File: src/rtl/reg_writeback.sv
// reg_writeback: merges ALU results and buffered load results into one registered regfile write per cycle.
// Define WB_SCOREBOARD_EN to build the pending-destination scoreboard on busy_o.
module reg_writeback #(
    parameter int unsigned FIFO_DEPTH   = 4,
    parameter int unsigned STARVE_LIMIT = 4
) (
    input  logic        clk,
    input  logic        rst_n,
    input  logic        alu_valid_i,
    input  logic [4:0]  alu_rd_i,
    input  logic [31:0] alu_data_i,
    input  logic        mem_valid_i,
    output logic        mem_ready_o,
    input  logic [4:0]  mem_rd_i,
    input  logic [31:0] mem_data_i,
    input  logic        issue_valid_i,
    input  logic [4:0]  issue_rd_i,
    output logic [31:0] busy_o,
    output logic        alu_hold_o,
    output logic        protocol_err_o,
    output logic [31:0] wr_data_o,
    output logic [4:0]  wr_port_o,
    output logic        ctrl_reg_we_o
);

    localparam int unsigned RD_W     = 5;
    localparam int unsigned DATA_W   = 32;
    localparam int unsigned PTR_W    = (FIFO_DEPTH > 1) ? $clog2(FIFO_DEPTH) : 1;
    localparam int unsigned CNT_W    = PTR_W + 1;
    localparam int unsigned STARVE_W = 4;

    typedef struct packed {
        logic [RD_W-1:0]   rd;
        logic [DATA_W-1:0] data;
    } wb_entry_t;

    wb_entry_t            fifo_mem [FIFO_DEPTH];
    logic [PTR_W-1:0]     wr_ptr, wr_ptr_nxt;
    logic [PTR_W-1:0]     rd_ptr, rd_ptr_nxt;
    logic [CNT_W-1:0]     count, count_nxt;
    logic [STARVE_W-1:0]  starve_cnt, starve_nxt;
    logic                 hold_nxt, perr_nxt;
    logic                 we_nxt;
    logic [RD_W-1:0]      port_nxt;
    logic [DATA_W-1:0]    data_nxt;

    logic                 alu_sel, fifo_empty, fifo_full;
    logic                 push, pop, deferred;
    wb_entry_t            head;

    // Source arbitration: a real ALU write always wins, otherwise drain the load buffer.
    always_comb begin
        alu_sel    = alu_valid_i && (alu_rd_i != '0);
        fifo_empty = (count == '0);
        fifo_full  = (count == CNT_W'(FIFO_DEPTH));
        pop        = !alu_sel && !fifo_empty;
        deferred   = alu_sel && !fifo_empty;
        push       = mem_valid_i && mem_ready_o && (mem_rd_i != '0);
        head       = fifo_mem[rd_ptr];
    end

    assign mem_ready_o = rst_n && !fifo_full;

    always_comb begin
        wr_ptr_nxt = wr_ptr;
        rd_ptr_nxt = rd_ptr;
        count_nxt  = count;
        starve_nxt = starve_cnt;
        hold_nxt   = alu_hold_o;
        perr_nxt   = protocol_err_o;
        we_nxt     = 1'b0;
        port_nxt   = wr_port_o;
        data_nxt   = wr_data_o;

        if (push) begin
            wr_ptr_nxt = wr_ptr + PTR_W'(1);
        end
        if (pop) begin
            rd_ptr_nxt = rd_ptr + PTR_W'(1);
        end
        case ({push, pop})
            2'b10:   count_nxt = count + CNT_W'(1);
            2'b01:   count_nxt = count - CNT_W'(1);
            default: count_nxt = count;
        endcase

        // Consecutive cycles the buffered head lost to the ALU.
        if (pop || fifo_empty) begin
            starve_nxt = '0;
        end else if (starve_cnt < STARVE_W'(STARVE_LIMIT)) begin
            starve_nxt = starve_cnt + STARVE_W'(1);
        end

        if (pop) begin
            hold_nxt = 1'b0;
        end else if (deferred && (starve_cnt >= STARVE_W'(STARVE_LIMIT - 1))) begin
            hold_nxt = 1'b1;
        end

        if (alu_sel && alu_hold_o) begin
            perr_nxt = 1'b1;
        end

        if (alu_sel) begin
            we_nxt   = 1'b1;
            port_nxt = alu_rd_i;
            data_nxt = alu_data_i;
        end else if (pop) begin
            we_nxt   = 1'b1;
            port_nxt = head.rd;
            data_nxt = head.data;
        end
    end

    // Load buffer storage carries no reset; validity is tracked by count.
    always_ff @(posedge clk) begin
        if (push) begin
            fifo_mem[wr_ptr].rd   <= mem_rd_i;
            fifo_mem[wr_ptr].data <= mem_data_i;
        end
    end

    always_ff @(posedge clk or negedge rst_n) begin
        if (!rst_n) begin
            wr_ptr         <= '0;
            rd_ptr         <= '0;
            count          <= '0;
            starve_cnt     <= '0;
            alu_hold_o     <= 1'b0;
            protocol_err_o <= 1'b0;
            ctrl_reg_we_o  <= 1'b0;
            wr_port_o      <= '0;
            wr_data_o      <= '0;
        end else begin
            wr_ptr         <= wr_ptr_nxt;
            rd_ptr         <= rd_ptr_nxt;
            count          <= count_nxt;
            starve_cnt     <= starve_nxt;
            alu_hold_o     <= hold_nxt;
            protocol_err_o <= perr_nxt;
            ctrl_reg_we_o  <= we_nxt;
            wr_port_o      <= port_nxt;
            wr_data_o      <= data_nxt;
        end
    end

`ifdef WB_SCOREBOARD_EN
    logic [31:0] busy_nxt;

    // A new issue to the same register outranks the write retiring it.
    always_comb begin
        busy_nxt = busy_o;
        if (we_nxt) begin
            busy_nxt[port_nxt] = 1'b0;
        end
        if (issue_valid_i && (issue_rd_i != '0)) begin
            busy_nxt[issue_rd_i] = 1'b1;
        end
        busy_nxt[0] = 1'b0;
    end

    always_ff @(posedge clk or negedge rst_n) begin
        if (!rst_n) begin
            busy_o <= '0;
        end else begin
            busy_o <= busy_nxt;
        end
    end
`else
    logic unused_issue;

    assign busy_o       = 32'h0;
    assign unused_issue = ^{issue_valid_i, issue_rd_i};
`endif

endmodule

File: config.mk
export PLATFORM = sky130hd
export DESIGN_NAME = reg_writeback
export DESIGN_NICKNAME = d
export VERILOG_FILES = /design/src/rtl/reg_writeback.sv
export SDC_FILE = /design/constraint.sdc
export NUM_CORES = 1
export LEC_CHECK = 0
export CORE_UTILIZATION = 45
export CTS_CLUSTER_SIZE = 25
export DETAILED_ROUTE_END_ITERATION = 12
export PLACE_DENSITY_LB_ADDON = 0.1
export SLEW_MARGIN = 20
export SYNTH_ARGS = -nofsm -noshare
export SYNTH_HDL_FRONTEND = slang
export SYNTH_SLANG_ARGS = --single-unit
File: constraint.sdc
create_clock -name clk -period 2.3 [get_ports clk]
set_input_delay 0.46 -clock clk [delete_from_list [all_inputs] [get_ports clk]]
set_output_delay 0.46 -clock clk [all_outputs]
set_load 0.01 [all_outputs]
==> results of run 1 <==
-- worst max path at each step --
stage	to	slack (ns)	depth (start not counted)
after floorplan	count[2]	-0.15	10
after global placement	count[2]	-0.55	10
after detailed placement	count[2]	-0.60	10
after CTS	mem_ready_o	0.001	3
after global routing	count[2]	-0.03	10
final	count[2]	0.07	10
-- flip-flops by register name, indices dropped and copies added, names as in the netlist --
register and cells:
fifo_mem 148, wr_data_o 32, wr_port_o 5, starve_cnt 4, count 3, rd_ptr 2, wr_ptr 2, alu_hold_o 1
ctrl_reg_we_o 1, protocol_err_o 1
-- critical path: stages --
cell and delay [ns]:
clkdlybuf4s50_1 0.43, or4_4 0.44, o21a_4 0.22, nor2_4 0.11, ha_4 0.14, inv_1 0.05, fa_2 0.33, xor2_1 0.14
nor2_1 0.10, xor2_1 0.15
-- routing by layer --
metal  wire (um)  part of all wire, %
met3         654                  4.0
met1        7110                   44
met5           0                    0
met2        8340                   51
met4         170                  1.0
-- metrics by stage --
stage	cell area (um^2)	hold WS, ns	cells
3_3_place_gp	9690	0.443	837
6_report	10300	0.209	869
2_1_floorplan	8250	0.164	521
3_5_place_dp	9690	0.454	837
4_1_cts	10300	0.242	869
5_1_grt	10300	0.273	869
-- cell families after synthesis --
| kind of cell | Yosys count | synth area share [%] |
|---|---|---|
| AO/OA/AOI/OAI | 79 | 6.58 |
| adder cells (fa/ha/maj) | 7 | 1.17 |
| multiplexers | 40 | 10.7 |
| XOR/XNOR | 7 | 0.755 |
| buffers and inverters | 64 | 5.40 |
| AND/OR/NAND/NOR | 93 | 4.92 |
| other | 1 | 0.0462 |
| flip-flops | 199 | 70.5 |
-- synth_stat cells --
library cell	number
inv_1	8
nand2_1	38
a32oi_1	2
buf_4	38
o211a_1	1
o21ai_4	1
or3_1	2
a21oi_2	29
fa_1	1
xnor2_1	3
ha_1	6
nor3_1	4
or4_4	1
nor3_2	1
edfxtp_1	148
buf_6	1
a31oi_1	1
mux2_1	1
a21o_1	1
mux2i_1	2
dfrtp_1	51
nand3_1	2
xor2_1	4
o21a_1	1
clkbuf_1	5
buf_12	1
buf_8	2
and2_1	4
buf_1	2
and3_1	1
mux4_2	37
nor2_4	1
a21oi_1	43
buf_2	7
nor2_1	38
or4_1	1
conb_1	1
-- final cells by class --
class                   count  area share [%]
clock buffers              17            4.13
multi-input cells         258            20.5
inverters                   8           0.291
repair buffers            147            15.0
clock inverters            15            1.82
flip-flops and latches    199            55.5
well taps                 225            2.73
-- repair_timing --
| item | 4_1_cts | 5_1_grt |
|---|---|---|
| setup buffers | 0 | 0 |
| setup endpoints to repair | 1 | 2 |
| gates resized for setup | 9 | 2 |
| pin swaps | 5 | 3 |
-- report_power, final --
group	internal (mW)	switching, mW	total (mW)
Combinational	1.81	1.65	3.45
Clock	1.65	1.37	3.03
Sequential	4.50	0.384	4.89
Total	7.96	3.40	11.4
==> reports/results.ini, run 1 <==
[run_status]
status=complete, no violations

[final_layout]
utilization_pct=59.0
finalNetCount=722
final_common_cell=edfxtp_1
area_delta_synth_final_pct=27.0
fillers=1339
mostFrequentLayoutCells=edfxtp_1 (148), clkdlybuf4s50_1 (110), dfrtp_1 (48)
num_antenna_cells=0
drive_above_1_share_pct=22.4
ff_latch_area_um2=5720
multiInputGateArea_um2=2110

[drt]
wl_per_cell_um=18.7
vias=4492
routed_wl_mm=16.3
route.detailed.drc=0
vias_per_cell=5.17
ant_nets=0
drtIter0Drc=254
drt_pass1_iterations=6

[worst_setup_path]
cp.required_ns=2.65
start_kind=primary input
cp.arrival_ns=2.58
crit_path_start=alu_rd_i[2]
reg2reg_depth=8
setup.worst_path.end_class=register
critical_path_class=in -> reg
worstReg2RegEnd=count[1]
crit-reg2reg-launch=count[1]
crit_fanout=2
reg2reg_slack_ns=0.35

[die]
initial_core_util_pct=46.4
core_area_um2=17500
fp-row-count=48
pin_count=157
die_w_um=136
die_area_um2=18600
die_h_um=136

[global_routing]
use_met2_pct=32.2
grt_pass1_wl_mm=25.8
grt_overflow=0
gr-usage-all-layers_pct=19.0
grt_use_met1_pct=24.8
grt_busiest_layer=met2
grt_antenna_before_repair=0
grt_pass1_vias=4723
grtUsageMet3_pct=3.43
grt_start_max_net_pins=52

[sta]
worstMarginPinSlew_ns=0.736
period_share_pct=96.9
fmax_mhz=448
slew_violations=0
grt_setup_unrepaired=true
fin_ws_ns=0.0703
setup_viol=0
relSlewSlack_pct=50.9
finalHoldViolations=0
clock_skew_ns=0.00932
tns_ns=0
min_period_ns=2.23

[clock_network]
cts_inserted_buffers=17
cts_buffer_depth=2
root_buffer=clkbuf_16
cts_tree=done
cts_hold_buf=0
clock-sinks=199
htreeDepth=4
cts.reportedPaths.clkPinSlew_ns=0.07
clk_latency_ns=0.43

[synthesis]
synthCells=490
yosysTopAreaCellShare_pct=54.8
ys_types=37
netlist_area_um2=8120
synth_seq_area_share_pct=70.5
avgSynthCellArea_um2=16.6
synth_area_leader_cell=edfxtp_1
synth-seq-cells=199
ys_warn_count=0
synth.area.top_cells=edfxtp_1 (55%), dfrtp_1 (16%), mux4_2 (10%), buf_4 (3.5%), a21oi_2 (3.1%)

[pwr]
p_per_area_nw_per_um2=1100
p_leak_nw=3.76
power_mw=11.4
ir_worst_vdd_uv=644

[place]
globalplace.congestion=0.766
port_buffers=118
dp_hpwl_mm=10.4
dp_slack_ns=-0.597

[run]
drv_cap=0

[min_path]
min_path_type=in -> async

Power figures use the tool's default switching activity.
==> run 2, diff against run 1 <==
--- a/config.mk
+++ b/config.mk
@@ -5,6 +5,7 @@
 export SDC_FILE = /design/constraint.sdc
 export NUM_CORES = 1
 export LEC_CHECK = 0
+export CORE_MARGIN = 1
 export CORE_UTILIZATION = 45
 export CTS_CLUSTER_SIZE = 25
 export DETAILED_ROUTE_END_ITERATION = 12
==> constraint.sdc (replaced) <==
create_clock -name clk -period 1.94 [get_ports clk]
set_input_delay 0.388 -clock clk [delete_from_list [all_inputs] [get_ports clk]]
set_output_delay 0.388 -clock clk [all_outputs]
set_load 0.01 [all_outputs]
==> reports/results.ini, run 2 (synthesized netlist as in run 1, its figures left out) <==
[sta]
min_period_ns=1.94
finalHoldViolations=0  ; unchanged
fmax_mhz=515
period_share_pct=100
slew_violations=0  ; unchanged
relSlewSlack_pct=49.9  ; was 50.9%
clock_skew_ns=0.00779  ; was 0.00932 ns
grt_setup_unrepaired=true  ; unchanged
worstMarginPinSlew_ns=0.751  ; was 0.736 ns
fin_ws_ns=-0.000635  ; was 0.0703 ns
setup_viol=1  ; was 0

[final_layout]
reg.largest.list=fifo_mem (148), wr_data_o (32), wr_port_o (5)  ; unchanged
largest_register=fifo_mem  ; unchanged
mostFrequentLayoutCells=edfxtp_1 (148), clkdlybuf4s50_1 (108), dfrtp_1 (49)  ; was edfxtp_1 (148), clkdlybuf4s50_1 (110), dfrtp_1 (48)
area_delta_synth_final_pct=28.2  ; was 27.0%
final_common_cell=edfxtp_1  ; unchanged
finalNetCount=735  ; was 722
design_area_um2=10400  ; was 10300 um^2
drive_above_1_share_pct=25.1  ; was 22.4%
largest_reg_flops=148  ; unchanged
finalNonFillerCells=883  ; was 869

[drt]
vias_per_cell=5.16  ; was 5.17
ant_nets=0  ; unchanged
drtIter0Drc=221  ; was 254
drt_pass1_iterations=4  ; was 6
vias=4557  ; was 4492
routed_wl_mm=17.4  ; was 16.3 mm
route.detailed.drc=0  ; unchanged
wl_per_cell_um=19.7  ; was 18.7 um

[place]
port_buffers=118  ; unchanged
dp.cells=840  ; was 837
postPlaceCellArea_um2=9670  ; was 9690 um^2
dp_slack_ns=-0.864  ; was -0.597 ns
dp_hpwl_mm=10.5  ; was 10.4 mm
globalplace.congestion=0.732  ; was 0.766

[run_status]
status=complete, but fails checks  ; was complete, no violations
violations=negative setup slack

[global_routing]
grt_overflow=0  ; unchanged
grt_start_max_net_pins=52  ; unchanged
grt_pass1_vias=4852  ; was 4723
grt_pass1_wl_mm=27.3  ; was 25.8 mm
gr-usage-all-layers_pct=20.5  ; was 19.0%
grt_antenna_before_repair=1  ; was 0

[clock_network]
cts_hold_buf=0  ; unchanged
root_buffer=clkbuf_16  ; unchanged
cts.reportedPaths.clkPinSlew_ns=0.07  ; about the same
clock-sinks=199  ; unchanged
cts_inserted_buffers=17  ; unchanged
htreeDepth=4  ; unchanged
cts_buffer_depth=2  ; unchanged
clk_latency_ns=0.43  ; about the same
cts_tree=done  ; unchanged

[worst_setup_path]
cp.required_ns=2.29  ; was 2.65 ns
setup.worst_path.end_class=register  ; unchanged
start_kind=primary input  ; unchanged
reg2reg_slack_ns=0.05  ; was 0.35 ns
crit_fanout=2  ; unchanged
critical_path_class=in -> reg  ; unchanged
crit-reg2reg-launch=count[0]  ; was count[1]
worstReg2RegEnd=count[2]  ; was count[1]
cp.arrival_ns=2.29  ; was 2.58 ns
reg2reg_depth=10  ; was 8

[die]
pin_count=157  ; unchanged
core_area_um2=17500  ; unchanged
die_area_um2=18600  ; unchanged
die_w_um=136  ; unchanged
fp-row-count=48  ; unchanged
initial_core_util_pct=46.4  ; unchanged
die_h_um=136  ; unchanged

[pwr]
p_leak_nw=3.82  ; was 3.76 nW
p_per_area_nw_per_um2=1340  ; was 1100 nW/um^2
ir_worst_vdd_uv=750  ; was 644 uV
power_mw=14.0  ; was 11.4 mW

[min_path]
min_path_cells=1
min_path_type=in -> reg  ; was in -> async
hold_start=mem_rd_i[0]
hold_end=fifo_mem[1][32]

[run]
drv_cap=0  ; unchanged

## run 2: cell type report
type	count	area, um^2
fillers	1336	7070
flip-flops and latches	199	5720
multi-input cells	261	2160
repair buffers	157	1560
clock buffers	18	429
well taps	225	282
clock inverters	14	221
inverters	8	30.0
diodes	1	2.50
## run 2: critical path, stage by stage
cell	delay (ns)
buf_6	0.09
or4_4	0.53
o21a_4	0.22
nor2_4	0.11
ha_4	0.14
inv_2	0.04
fa_2	0.37
xor2_1	0.14
nor2_1	0.11
xor2_1	0.15
## run 2: where the power goes
part / leakage (nW) / internal, mW / total, mW / switching (mW)
sequential: 1.93 / 5.34 / 5.76 / 0.418
combinational: 1.58 / 2.26 / 4.34 / 2.08
clock: 0.308 / 2.30 / 3.86 / 1.56
total: 3.82 / 9.90 / 14.0 / 4.06
## run 2: timing repair
action / 4_1_cts / 5_1_grt
gates cloned: 3 / 0
buffers inserted: 4 / 3
pin swaps: 11 / 10
setup endpoints to repair: 152 / 30
gates resized for setup: 20 / 18
hold endpoints to repair: 0 / 0
## run 2: how the worst max path moves through the flow
stage	startpoint	end	cells after the start	slack (ns)
2_1_floorplan	alu_rd_i[2]	count[2]	10	-0.43
3_3_place_gp	mem_rd_i[0]	count[2]	10	-0.82
3_5_place_dp	mem_rd_i[0]	count[2]	10	-0.86
4_1_cts	alu_rd_i[4]	count[2]	10	-0.13
5_1_grt	alu_rd_i[1]	count[2]	10	-0.08
6_report	alu_rd_i[1]	count[2]	10	-0.0006
## run 2: stage by stage
stage	hold slack (ns)	setup TNS, ns	util [%]
floorplan	0.0924	-2.92	-
global placement	0.441	-98.79	55.3
detailed placement	0.452	-106.83	55.3
CTS	0.210	-0.133	59.5
global route	0.131	-0.0844	59.5
finish	0.151	-0.000635	59.5
## run 2: layer usage
metal	up-vias	GRT usage (%)	wire length [um]
li1	2087	-	-
met1	2333	26.4	7570
met2	124	34.5	8790
met3	13	4.92	786
met4	0	6.11	212
met5	-	0	0
